File: src/rtl/pipe_scoreboard_pkg.sv
// Shared types and constants for the in-order pipeline hazard scoreboard.
// Slot entries carry a fixed-width rd so one typedef serves every NUM_REGS up to 256.
package pipe_scoreboard_pkg;

    localparam int DEF_NUM_REGS = 32;
    localparam int DEF_DEPTH    = 3;
    localparam int MAX_REG_W    = 8;

    // Operand source select: FWD_RF reads the register file, k+1 forwards from slot k.
    localparam int FWD_RF = 0;

    typedef struct packed {
        logic                 valid;
        logic [MAX_REG_W-1:0] rd;
        logic                 is_load;
    } slot_t;

    function automatic int fwd_sel(input int slot_idx);
        return slot_idx + 1;
    endfunction

endpackage

File: src/rtl/pipe_scoreboard_hazard_cmp.sv
// Compares one source operand against every tracked slot; returns stall request and forward select.
// Purely combinational, zero-cycle latency; no flow control of its own.
module hazard_cmp
    import pipe_scoreboard_pkg::*;
#(
    parameter int DEPTH  = DEF_DEPTH,
    parameter int FWD_EN = 0,
    parameter int REG_W  = 5,
    parameter int FW     = 3
) (
    input  slot_t [DEPTH-1:0] slots,
    input  logic              used,
    input  logic [REG_W-1:0]  idx,
    output logic              stall_req,
    output logic [FW-1:0]     fwd
);

    logic [DEPTH-1:0] match;
    logic             unused_slot_bits;

    // Only part of the slot state matters in each mode; fold the rest into a sink.
    assign unused_slot_bits = ^slots;

    always_comb begin
        match = '0;
        for (int k = 0; k < DEPTH; k++) begin
            match[k] = used && (idx != '0) && slots[k].valid
                       && (slots[k].rd == MAX_REG_W'(idx));
        end
    end

    always_comb begin
        stall_req = 1'b0;
        fwd       = FW'(FWD_RF);
        if (FWD_EN == 0) begin
            stall_req = |match[DEPTH-2:0];
        end else begin
            stall_req = match[0] & slots[0].is_load;
            // Walk oldest to youngest so the youngest producer wins.
            for (int k = DEPTH - 2; k >= 0; k--) begin
                if (match[k]) begin
                    fwd = FW'(fwd_sel(k));
                end
            end
        end
    end

endmodule

File: src/rtl/pipe_scoreboard.sv
// Issue-stage scoreboard: tracks DEPTH in-flight writers, raises stall / forward selects combinationally.
// Backpressure is the stall output itself (holds PC and IF/ID); flush overrides stall and kills issue.
module pipe_scoreboard
    import pipe_scoreboard_pkg::*;
#(
    parameter int NUM_REGS = DEF_NUM_REGS,
    parameter int DEPTH    = DEF_DEPTH,
    parameter int FWD_EN   = 0,
    parameter int CNT_W    = 16
) (
    input  logic                        clk,
    input  logic                        rst,
    input  logic                        id_valid,
    input  logic [$clog2(NUM_REGS)-1:0] id_rs,
    input  logic [$clog2(NUM_REGS)-1:0] id_rt,
    input  logic                        id_rs_used,
    input  logic                        id_rt_used,
    input  logic [$clog2(NUM_REGS)-1:0] id_rd,
    input  logic                        id_wr,
    input  logic                        id_is_load,
    input  logic                        flush,
    output logic                        stall,
    output logic                        issue,
    output logic [$clog2(DEPTH):0]      fwd_a,
    output logic [$clog2(DEPTH):0]      fwd_b,
    output logic [CNT_W-1:0]            hazard_cnt
);

    localparam int REG_W = $clog2(NUM_REGS);
    localparam int FW    = $clog2(DEPTH) + 1;

    slot_t [DEPTH-1:0] slots;
    logic              req_a;
    logic              req_b;
    logic [FW-1:0]     sel_a;
    logic [FW-1:0]     sel_b;

    hazard_cmp #(.DEPTH(DEPTH), .FWD_EN(FWD_EN), .REG_W(REG_W), .FW(FW)) u_cmp_rs (
        .slots     (slots),
        .used      (id_rs_used),
        .idx       (id_rs),
        .stall_req (req_a),
        .fwd       (sel_a)
    );

    hazard_cmp #(.DEPTH(DEPTH), .FWD_EN(FWD_EN), .REG_W(REG_W), .FW(FW)) u_cmp_rt (
        .slots     (slots),
        .used      (id_rt_used),
        .idx       (id_rt),
        .stall_req (req_b),
        .fwd       (sel_b)
    );

    always_comb begin
        stall = id_valid & ~flush & (req_a | req_b);
        issue = id_valid & ~stall & ~flush;
        fwd_a = FW'(FWD_RF);
        fwd_b = FW'(FWD_RF);
        if (id_valid && !stall) begin
            fwd_a = sel_a;
            fwd_b = sel_b;
        end
    end

    always_ff @(posedge clk or posedge rst) begin
        if (rst) begin
            slots <= '0;
        end else begin
            if (issue && id_wr && (id_rd != '0)) begin
                slots[0] <= '{valid: 1'b1, rd: MAX_REG_W'(id_rd), is_load: id_is_load};
            end else begin
                slots[0] <= '0;
            end
            for (int k = 1; k < DEPTH; k++) begin
                slots[k] <= slots[k-1];
            end
        end
    end

    always_ff @(posedge clk or posedge rst) begin
        if (rst) begin
            hazard_cnt <= '0;
        end else if (stall && (hazard_cnt != '1)) begin
            hazard_cnt <= hazard_cnt + CNT_W'(1);
        end
    end

endmodule

File: config.mk
export PLATFORM = sky130hd
export DESIGN_NAME = pipe_scoreboard
export DESIGN_NICKNAME = d
export VERILOG_FILES = /design/src/rtl/pipe_scoreboard_pkg.sv /design/src/rtl/pipe_scoreboard_hazard_cmp.sv /design/src/rtl/pipe_scoreboard.sv
export SDC_FILE = /design/constraint.sdc
export NUM_CORES = 1
export LEC_CHECK = 0
export ABC_AREA = 1
export CORE_UTILIZATION = 42
export CTS_CLUSTER_SIZE = 8
export DETAILED_ROUTE_END_ITERATION = 6
export DONT_BUFFER_PORTS = 1
export PLACE_DENSITY_LB_ADDON = 0.08
export SYNTH_ARGS = -nofsm -noshare
export SYNTH_HDL_FRONTEND = slang
export SYNTH_SLANG_ARGS = --single-unit
File: constraint.sdc
create_clock -name clk -period 2.25 [get_ports clk]
set_input_delay 0.5625 -clock clk [delete_from_list [all_inputs] [get_ports clk]]
set_output_delay 0.5625 -clock clk [all_outputs]
set_load 0.03 [all_outputs]
==> parameters.txt, run 1 <==
Parameter                              Value

Status
  Result of the run    complete, no violations

STA
  Clock period minus final worst setup slack    2.101 ns
  Final worst setup slack    0.1494 ns
  Setup violators final    0
  Worst clock skew on the final layout    0.001923 ns
  Final number of max-transition violations    0
  Final critical-path share of the clock period    93.36%
  Max Clock Freq    0.4760 GHz
  Final hold viol count    0

Cells and area
  Area occupied by registers    703.2 um^2
  Number of nets in the layout    314
  Fill cells    448
  Fin util    50.50%
  Multi-input logic area    967.2 um^2
  Layout cell share with drive strength beyond 1    13.84%
  Number of diodes added for antenna fixing    0
  Area Overhead vs Synth    11.63%
  Final standard cell area without fillers    2078 um^2

Detailed routing
  Number of DRC markers in iteration 0    113
  Total number of vias    1654
  Remaining design rule violation count    0
  Routed wl met2    1712 um
  M1 wire length    2165 um
  Ratio of routed vias to standard cells    4.879
  Antenna-violating nets left    0
  Met3 routed wirelength    282 um
  Average wire per cell in the routed design    12.41 um
  Total wirelength of the detailed-routed design    4206 um
  Top metal layer carrying routed signals    met4
  Drt pass-1 iters    4

Synth
  Cell variety after synth    23
  Area of the mapped netlist    1862 um^2
  Count of mapped cells out of synthesis    275
  Combinational family with the most area after synthesis    simple AND/OR/NAND/NOR gates
  Fraction of the yosys area taken by sequential cells    37.63%
  Compound-gate portion of the synthesized area    1.075%
  Area fraction in and, or, nand and nor cells after synthesis    41.67%
  Total of warnings raised by yosys    0
  Register bit count reported by yosys    28
  Xor and xnor fraction of the mapped netlist area    6.586%
  Synth Area in Adders    0.6720%
  Proportion of synthesized area in mux cells    0%
  Mean post-synth cell area    6.770 um^2

Critical path
  Cell with the biggest individual delay on the critical path    dfrtp_1
  Data required, critical path    1.69 ns
  Most used cell along the critical path    nand2_1
  Worst path arrival time    1.54 ns
  R2r setup slk    0.34 ns
  Crit path capture type    output pin
  Stage delay of the slowest cell on the critical path    0.39 ns
  Startpoint kind of the worst setup timing path    flip-flop
  Critical-path cell list    inv_1 > nand2_1 > nand2_1 > nor2_1 > nand3_1 > nand2_1 > nand2_1 > a21oi_2 > buf_6
  Worst Path Class, Setup    flip-flop to output pin
  CP max FO    3

Global routing
  Total congestion overflow    0
  Total global routing track utilization    20.03%
  Via count of the first global-routing pass    1538
  First-pass GRT wire length    6962 um
  Largest net degree at the start of global routing    29
  Number of antenna violations at the first check in global routing    0

Placed design
  Dpl cell area    1987 um^2
  Port-buffer cells    0
  Placer's final routability congestion estimate    0.8416
  DP Wirelength    3206 um
  Worst setup slack after placement    0.2436 ns

Clocking
  Sinks on Clock Net    28
  Number of buffers added by the clock tree synthesis step    3
  Clock transition at path regs    0.10 ns
  Maximum buffer depth of the clock tree    2
  CTS Root Cell    clkbuf_8
  Clock tree from TritonCTS    yes
  Count of H-tree levels built during CTS    1
  Total setup buffers inserted after CTS    0
  Clock latency on the worst-skew pair    0.27 ns

Power
  Gate power share    10.3%
  Cell-internal power    0.0007796 W
  Clock network fraction of design power    39.1%
  Seq pwr share    50.6%
  Worst voltage drop across the vdd grid    237.7 uV
  Static leakage    1.107 nW
  Sw power    0.0002448 W
  Switching fraction of total power    23.89%
  Pwr/cell area    492.9 nW/um^2

Die
  Area inside the core boundary    4115 um^2
  Number of rows created at floorplan    23
  Height of the chip    68.58 um
  # IOs    47
  Initial cell density of the core    45.24%
  Die width    68.58 um
  Total die area    4703 um^2

Run
  MaxCap Viol Count    0

Worst hold path
  Path class of the lowest-slack min-delay path    primary input to asynchronous set/reset pin
-- state kept, by name, summed over array words and instances (netlist names) --
register,count
slots,12
hazard_cnt,16
-- cell usage in the layout (no fill, tap or decap), types with 6 or more instances in the layout --
master,netlist,final
nand4_1,21,21
dfrtp_1,28,26
nand3_1,11,11
buf_4,6,14
inv_1,35,33
xor2_1,12,12
conb_1,1,6
inv_2,6,8
nor2_1,31,30
nand2_1,101,98
-- synth_stat cells --
library cell / number / share of area, %
buf_1: 2 / 0.40
buf_2: 1 / 0.27
o21ai_1: 3 / 0.81
nand3_4: 2 / 1.9
nor3_2: 1 / 0.54
dfrtp_1: 28 / 38
nand4_1: 21 / 7.1
buf_6: 1 / 0.60
nor2_1: 31 / 6.2
clkinv_1: 1 / 0.20
conb_1: 1 / 0.20
nand3_1: 11 / 3.0
xnor2_1: 2 / 0.94
nand2_1: 101 / 20
a21oi_1: 1 / 0.27
nor2_4: 1 / 0.60
inv_1: 35 / 7.1
xor2_1: 12 / 5.6
nand2_2: 2 / 0.67
nor3_1: 5 / 1.3
ha_1: 1 / 0.67
inv_2: 6 / 1.2
buf_4: 6 / 2.4
-- power groups by stage --
| stage | clock (W) | sequential, W | combinational (W) |
|---|---|---|---|
| 2_1_floorplan | 0 | 0.000533 | 0.0000826 |
| 3_3_place_gp | 0 | 0.000528 | 0.000104 |
| 3_5_place_dp | 0 | 0.000528 | 0.000105 |
| 4_1_cts | 0.000417 | 0.000518 | 0.000105 |
| 5_1_grt | 0.000433 | 0.000520 | 0.000122 |
| 6_report | 0.000400 | 0.000518 | 0.000105 |
-- what timing repair did --
item,CTS,global route
gates resized for setup,0,10
setup endpoints to repair,0,2
hold buffers,0,0
-- critical path, delay by kind of cell, from the launching register on --
kind,cells,cell delay (ns)
and+or+nand+nor,6,0.49
DFF,1,0.39
buffers and inverters,2,0.22
AOI/OAI and AO/OA,1,0.16
-- layer usage --
| metal | track usage [%] | vias to the layer above |
|---|---|---|
| met5 | 0 | - |
| met4 | 6.250 | 0 |
| met3 | 4.441 | 4 |
| met2 | 28.55 | 46 |
| met1 | 29.58 | 730 |
| li1 | - | 874 |
-- kinds of logic (layout without fill, tap and decap cells) --
family | count (synthesis) | after routing
other | 1 | 6
XOR/XNOR | 14 | 14
flip-flops | 28 | 28
AND/OR/NAND/NOR | 175 | 175
buffers and inverters | 52 | 61
adder cells (fa/ha/maj) | 1 | 1
AO/OA/AOI/OAI | 4 | 4
-- metrics by stage --
| stage | hold WS [ns] | power, W | setup TNS (ns) | cells |
|---|---|---|---|---|
| after global routing | 0.2609 | 0.001076 | -0.005273 | 339 |
| final | 0.2306 | 0.001024 | 0 | 339 |
| after floorplan | 0.3741 | 0.0006153 | 0 | 280 |
| after detailed placement | 0.3921 | 0.0006328 | 0 | 335 |
| after global placement | 0.3884 | 0.0006318 | 0 | 335 |
| after CTS | 0.2366 | 0.001040 | 0 | 339 |
-- cell type report --
cell class | instances | share of cell area, %
clock inverters | 1 | 1.445
multi-input cells | 200 | 46.54
clock buffers | 3 | 1.987
inverters | 42 | 7.586
repair buffers | 15 | 5.599
well taps | 50 | 3.010
flip-flops and latches | 28 | 33.84
-- worst paths after layout --
path                                from        endpoint  cells past startpoint
hold / removal                       rst   hazard_cnt[3]                      2
hold reg to reg                 slots[5]       slots[15]                      0
setup / recovery               slots[13]           stall                      9
min in group clk                id_rd[1]        slots[2]                      2
setup reg to reg           hazard_cnt[0]  hazard_cnt[11]                      9
max in group asynchronous            rst        slots[4]                      2
Note: power is estimated with default switching activity, not from simulation.
==> run 2: changes to the inputs <==
--- a/config.mk
+++ b/config.mk
@@ -6,7 +6,8 @@
 export NUM_CORES = 1
 export LEC_CHECK = 0
 export ABC_AREA = 1
-export CORE_UTILIZATION = 42
+export CORE_UTILIZATION = 51
+export CTS_BUF_LIST = sky130_fd_sc_hd__clkbuf_2
 export CTS_CLUSTER_SIZE = 8
 export DETAILED_ROUTE_END_ITERATION = 6
 export DONT_BUFFER_PORTS = 1
==> run 2 against run 1 <==
Effect of this change: the run now ends with negative setup slack left; clock skew hardly changed; routed wire length is 4.2% lower; first-iteration DRC count is 17% lower; via count hardly changed; total power is 21% lower; fmax is 7.1% lower; flip-flop and latch count stayed put.
==> parameters.txt, run 2 (synthesized netlist as in run 1, its figures left out) <==
Parameter                              Value

Cells and area
  Most frequent cells in the layout    nand2_1 (100), inv_1 (34), nor2_1 (29), dfrtp_1 (28), nand4_1 (21)
  Most common cell after layout, fill and taps aside    nand2_1
  Layout cell share with drive strength beyond 1    12.41% (-1.4 points)
  Largest reg by FF count    hazard_cnt
  Final standard cell area without fillers    2023 um^2 (-2.6%)
  Number of nets in the layout    315 (+0.32%)
  Number of diodes added for antenna fixing    0 (unchanged)
  Fin util    59.23% (+8.7 points)
  Area Overhead vs Synth    8.669%
  Flip-flop count of the largest register after layout    16 (unchanged)
  Largest regs    hazard_cnt x16, slots x12

Die
  Total die area    3896 um^2 (-17%)
  Number of rows created at floorplan    21 (-8.7%)
  Area inside the core boundary    3416 um^2 (-17%)
  Height of the chip    62.42 um (-9.0%)
  Initial cell density of the core    54.51% (+9.3 points)
  # IOs    47 (unchanged)
  Die width    62.42 um (-9.0%)

Detailed routing
  Total number of vias    1653 (-0.060%)
  Number of DRC markers in iteration 0    94 (-17%)
  Average wire per cell in the routed design    12.00 um (-3.3%)
  Ratio of routed vias to standard cells    4.920 (+0.83%)
  Total wirelength of the detailed-routed design    4031 um (-4.2%)
  Antenna-violating nets left    0 (unchanged)
  Remaining design rule violation count    0 (unchanged)
  Drt pass-1 iters    4 (unchanged)

Power
  Pwr/cell area    400.4 nW/um^2 (-19%)
  Static leakage    1.094 nW (-1.2%)
  Worst voltage drop across the vdd grid    255.0 uV (+7.3%)
  Design Power    0.0008101 W (-21%)

Global routing
  Number of antenna violations at the first check in global routing    0 (unchanged)
  Total congestion overflow    0 (unchanged)
  Largest net degree at the start of global routing    29 (unchanged)
  Total global routing track utilization    22.99% (+3.0 points)
  First-pass GRT wire length    7258 um (+4.3%)
  Via count of the first global-routing pass    1656 (+7.7%)

Status
  Violations in the final reports    negative setup slack
  Result of the run    finished, violations left

Placed design
  Dpl cell area    1982 um^2 (-0.25%)
  Port-buffer cells    0 (unchanged)
  DP Wirelength    3056 um (-4.7%)
  Placer's final routability congestion estimate    0.8685 (+3.2%)

Critical path
  Startpoint kind of the worst setup timing path    flip-flop
  Data required, critical path    1.69 ns (about the same)
  Worst path arrival time    1.70 ns (+0.16 ns)
  CP max FO    3 (unchanged)
  Worst Path Class, Setup    flip-flop to output pin
  Crit path capture type    output pin

Clocking
  Clock tree from TritonCTS    yes
  Clock latency on the worst-skew pair    0.35 ns (+0.08 ns)
  Clock transition at path regs    0.26 ns (+0.16 ns)
  Sinks on Clock Net    28 (unchanged)
  Count of H-tree levels built during CTS    1 (unchanged)
  CTS Root Cell    clkbuf_2
  Number of buffers added by the clock tree synthesis step    3 (unchanged)
  Maximum buffer depth of the clock tree    2 (unchanged)

STA
  Clock period minus final worst setup slack    2.261 ns (+0.1606 ns)
  WHS    0.1045 ns (-0.1260 ns)
  Final number of max-transition violations    0 (unchanged)
  Final worst setup slack    -0.01126 ns (-0.1606 ns)
  Setup violators final    1 (+1)
  Final hold viol count    0 (unchanged)
  Setup TNS    -0.01126 ns (-0.01126 ns)
  Max Clock Freq    0.4422 GHz (-7.1%)
  Worst clock skew on the final layout    0.001493 ns (-0.0004299 ns)
  Final critical-path share of the clock period    100.5% (+7.1 points)
  Unrepaired setup endpoints after global routing    yes

Run
  MaxCap Viol Count    0 (unchanged)

Worst hold path
  Path class of the lowest-slack min-delay path    primary input to asynchronous set/reset pin
[run 2: cell types whose count changed in the layout (fill, tap and decap cells not counted), sizes merged]
cell,previous run,this run
buf,15,16
bufinv,1,0
clkinv,1,2
[run 2: final timing paths]
check,from,endpoint,slack (ns),depth (start not counted)
max reg2reg,hazard_cnt[0],hazard_cnt[15],0.30,9
max in group asynchronous,rst,hazard_cnt[1],1.89,2
min,rst,hazard_cnt[4],0.10,2
min in group clk,id_rd[0],slots[1],0.27,2
max,slots[13],stall,-0.01,9
min reg2reg,slots[9],slots[19],0.46,0
[run 2: routing by layer]
layer	GRT usage [%]	vias to the layer above	share of wire, %
met4	5.523	0	0.45
met3	4.562	2	5.5
met1	32.86	725	52
li1	-	876	-
met2	35.73	50	42
met5	0	-	0
[run 2: timing repair]
action	CTS	global route
endpoints found under the setup margin	1	2
resized for setup	3	3
gates cloned	0	0
pin swaps	0	0
hold buffers	0	0
setup buffers	0	1
endpoints found under the hold margin	0	0
[run 2: power breakdown]
part           internal (W)  switching [W]  leakage (nW)
sequential         0.000513     0.00000701         0.387
combinational     0.0000301      0.0000755         0.692
clock             0.0000386       0.000146        0.0140
total              0.000582       0.000229          1.09
[run 2: critical path, stage by stage (launching register included)]
cell and delay [ns]:
dfrtp_1 0.44, inv_1 0.07, nand2_1 0.06, nand2_1 0.05, nor2_1 0.13, nand3_1 0.11
nand2_1 0.07, nand2_1 0.08, a21oi_2 0.18, buf_6 0.15
[run 2: through the flow]
stage               cells  worst slack, ns
floorplan             280           0.1079
global placement      331           0.2347
detailed placement    331           0.2262
CTS                   335         0.002377
global route          336          -0.1843
finish                336         -0.01126
[run 2: cell type report]
| class | count | area [um^2] |
|---|---|---|
| clock buffers | 3 | 15.01 |
| clock inverters | 1 | 3.754 |
| fillers | 367 | 1393 |
| inverters | 42 | 157.7 |
| multi-input cells | 200 | 964.7 |
| flip-flops and latches | 28 | 700.7 |
| well taps | 46 | 57.56 |
| repair buffers | 16 | 123.9 |
==> run 3: changes to the inputs <==
--- a/config.mk
+++ b/config.mk
@@ -7,11 +7,10 @@
 export LEC_CHECK = 0
 export ABC_AREA = 1
 export CORE_UTILIZATION = 51
-export CTS_BUF_LIST = sky130_fd_sc_hd__clkbuf_2
 export CTS_CLUSTER_SIZE = 8
 export DETAILED_ROUTE_END_ITERATION = 6
 export DONT_BUFFER_PORTS = 1
-export PLACE_DENSITY_LB_ADDON = 0.08
+export PLACE_DENSITY = 0.77
 export SYNTH_ARGS = -nofsm -noshare
 export SYNTH_HDL_FRONTEND = slang
 export SYNTH_SLANG_ARGS = --single-unit
==> run 3 against run 2 <==
Effect of this change: routed wire length shrank 1.8%; flip-flop and latch count is the same; the flow now finishes without violations; sequential share of layout area shrank 0.32 points; sequential power is essentially flat; fmax grew 4.3%; global-route usage shrank 0.16 points; critical path depth is the same; worst setup slack gained 0.094 ns; largest power group unchanged; worst hold slack gained 0.041 ns; core utilization grew 0.55 points.
==> parameters.txt, run 3 (synthesized netlist as in run 1, its figures left out) <==
Parameter                              Value

Status
  Result of the run    complete, no violations

Worst hold path
  Path class of the lowest-slack min-delay path    primary input to asynchronous set/reset pin

Power
  Switching fraction of total power    26.38% (-1.8 points)
  Cell-internal power    0.0006411 W (+10%)
  Pwr/cell area    426.5 nW/um^2 (+6.5%)
  Seq pwr share    59.6% (-4.6 points)
  Sw power    0.0002297 W (+0.51%)
  Gate power share    12.2% (-0.8 points)
  Worst voltage drop across the vdd grid    317.7 uV (+25%)
  Clock network fraction of design power    28.3% (+5.5 points)
  Design Power    0.0008708 W (+7.5%)
  Static leakage    1.097 nW (+0.31%)

Die
  Die width    62.42 um (unchanged)
  Height of the chip    62.42 um (unchanged)
  Initial cell density of the core    54.51% (unchanged)
  Area inside the core boundary    3416 um^2 (unchanged)
  Total die area    3896 um^2 (unchanged)
  Number of rows created at floorplan    21 (unchanged)
  # IOs    47 (unchanged)

Clocking
  Sinks on Clock Net    28 (unchanged)
  Clock tree from TritonCTS    yes
  Count of H-tree levels built during CTS    1 (unchanged)
  CTS Root Cell    clkbuf_4
  Number of buffers added by the clock tree synthesis step    3 (unchanged)
  Maximum buffer depth of the clock tree    2 (unchanged)
  Clock latency on the worst-skew pair    0.34 ns (about the same)
  Total setup buffers inserted after CTS    0 (unchanged)
  Clock transition at path regs    0.16 ns (-0.10 ns)

Global routing
  Total congestion overflow    0 (unchanged)
  Via count of the first global-routing pass    1616 (-2.4%)
  Largest net degree at the start of global routing    29 (unchanged)
  Number of antenna violations at the first check in global routing    0 (unchanged)
  First-pass GRT wire length    7120 um (-1.9%)
  Total global routing track utilization    22.83% (-0.16 points)

Critical path
  FF-to-FF path depth    9 (unchanged)
  CP max FO    4 (+1)
  Worst path arrival time    1.60 ns (-0.10 ns)
  Worst Path Class, Setup    flip-flop to output pin
  Startpoint kind of the worst setup timing path    flip-flop
  Data required, critical path    1.69 ns (about the same)
  Crit path capture type    output pin

Cells and area
  Area occupied by registers    700.7 um^2 (unchanged)
  Multi-input logic area    969.7 um^2 (+0.52%)
  Area Overhead vs Synth    9.677%
  Most frequent cells in the layout    nand2_1 (99), inv_1 (32), nor2_1 (28), dfrtp_1 (28), nand4_1 (21)
  Number of diodes added for antenna fixing    0 (unchanged)
  Number of nets in the layout    314 (-0.32%)
  Most common cell after layout, fill and taps aside    nand2_1
  Fill cells    335 (-8.7%)
  Final standard cell area without fillers    2042 um^2 (+0.93%)
  Flip-flop count of the largest register after layout    16 (unchanged)
  Layout cell share with drive strength beyond 1    13.84% (+1.4 points)
  Largest regs    hazard_cnt x16, slots x12
  Largest reg by FF count    hazard_cnt

Detailed routing
  Drt pass-1 iters    4 (unchanged)
  Total number of vias    1687 (+2.1%)
  Number of DRC markers in iteration 0    104 (+11%)
  Remaining design rule violation count    0 (unchanged)
  Ratio of routed vias to standard cells    5.036 (+2.4%)
  Average wire per cell in the routed design    11.82 um (-1.5%)
  Total wirelength of the detailed-routed design    3960 um (-1.8%)
  Antenna-violating nets left    0 (unchanged)

STA
  Setup violators final    0 (-1)
  Final number of max-transition violations    0 (unchanged)
  Worst clock skew on the final layout    0.02118 ns (+0.01968 ns)
  Clock period minus final worst setup slack    2.167 ns (-0.09424 ns)
  Final hold viol count    0 (unchanged)
  WHS    0.1457 ns (+0.04117 ns)
  Unrepaired setup endpoints after global routing    yes
  Final critical-path share of the clock period    96.31% (-4.2 points)
  Max Clock Freq    0.4615 GHz (+4.3%)

Placed design
  Dpl cell area    1982 um^2 (unchanged)
  Port-buffer cells    0 (unchanged)
  DP Wirelength    2998 um (-1.9%)
  Placer's final routability congestion estimate    0.9258 (+6.6%)

Run
  MaxCap Viol Count    0 (unchanged)
run 3: changes by cell type in the layout (fill, tap and decap cells not counted), sizes merged:
cell | before | now
clkinv | 2 | 1
buf | 16 | 15
clkbuf | 3 | 4
run 3: cell type report:
cell class	count	share of cell area [%]
repair buffers	15	5.882
inverters	42	7.721
clock buffers	4	1.777
multi-input cells	200	47.49
flip-flops and latches	28	34.31
well taps	46	2.819
run 3: critical path: stages (launching register included):
cell,delay [ns]
dfrtp_1,0.43
inv_1,0.07
nand2_1,0.06
nand2_1,0.05
nor2_1,0.09
nand3_1,0.09
nand2_1,0.08
nand2_2,0.07
a21oi_2,0.18
buf_6,0.15
run 3: power by group through the flow:
stage	sequential, W	clock (W)	combinational (W)
2_1_floorplan	0.000533	0	0.0000826
3_3_place_gp	0.000527	0	0.000101
3_5_place_dp	0.000528	0	0.000103
4_1_cts	0.000518	0.000251	0.000103
5_1_grt	0.000520	0.000271	0.000121
6_report	0.000519	0.000246	0.000106
run 3: metrics by stage:
stage           TNS, ns  std cells  worst slack, ns  utilization (%)
2_1_floorplan         0        280           0.1079                -
3_3_place_gp          0        331           0.2918            58.02
3_5_place_dp          0        331           0.2754            58.02
4_1_cts               0        335          0.03475            59.08
5_1_grt        -0.06084        335         -0.06084            59.78
6_report              0        335          0.08298            59.78
run 3: final timing paths:
check	endpoint	slack (ns)	startpoint
worst max-delay path	stall	0.08	slots[4]
max in group asynchronous	hazard_cnt[4]	1.83	rst
worst min-delay path	hazard_cnt[5]	0.15	rst
min in group clk	slots[2]	0.33	id_rd[1]
worst min register to register	slots[19]	0.44	slots[9]
worst max register to register	hazard_cnt[4]	0.30	hazard_cnt[0]
run 3: routing by layer:
layer | part of all wire (%) | vias to the layer above | GRT usage (%)
met5 | 0 | - | 0
met4 | 1.6 | 0 | 7.558
met3 | 5.7 | 7 | 2.737
met2 | 45 | 46 | 35.73
met1 | 48 | 764 | 32.82
li1 | - | 870 | -
run 3: timing repair:
item | 4_1_cts | 5_1_grt
endpoints found under the hold margin | 0 | 0
resized for setup | 0 | 11
endpoints found under the setup margin | 0 | 2
hold buffers | 0 | 0
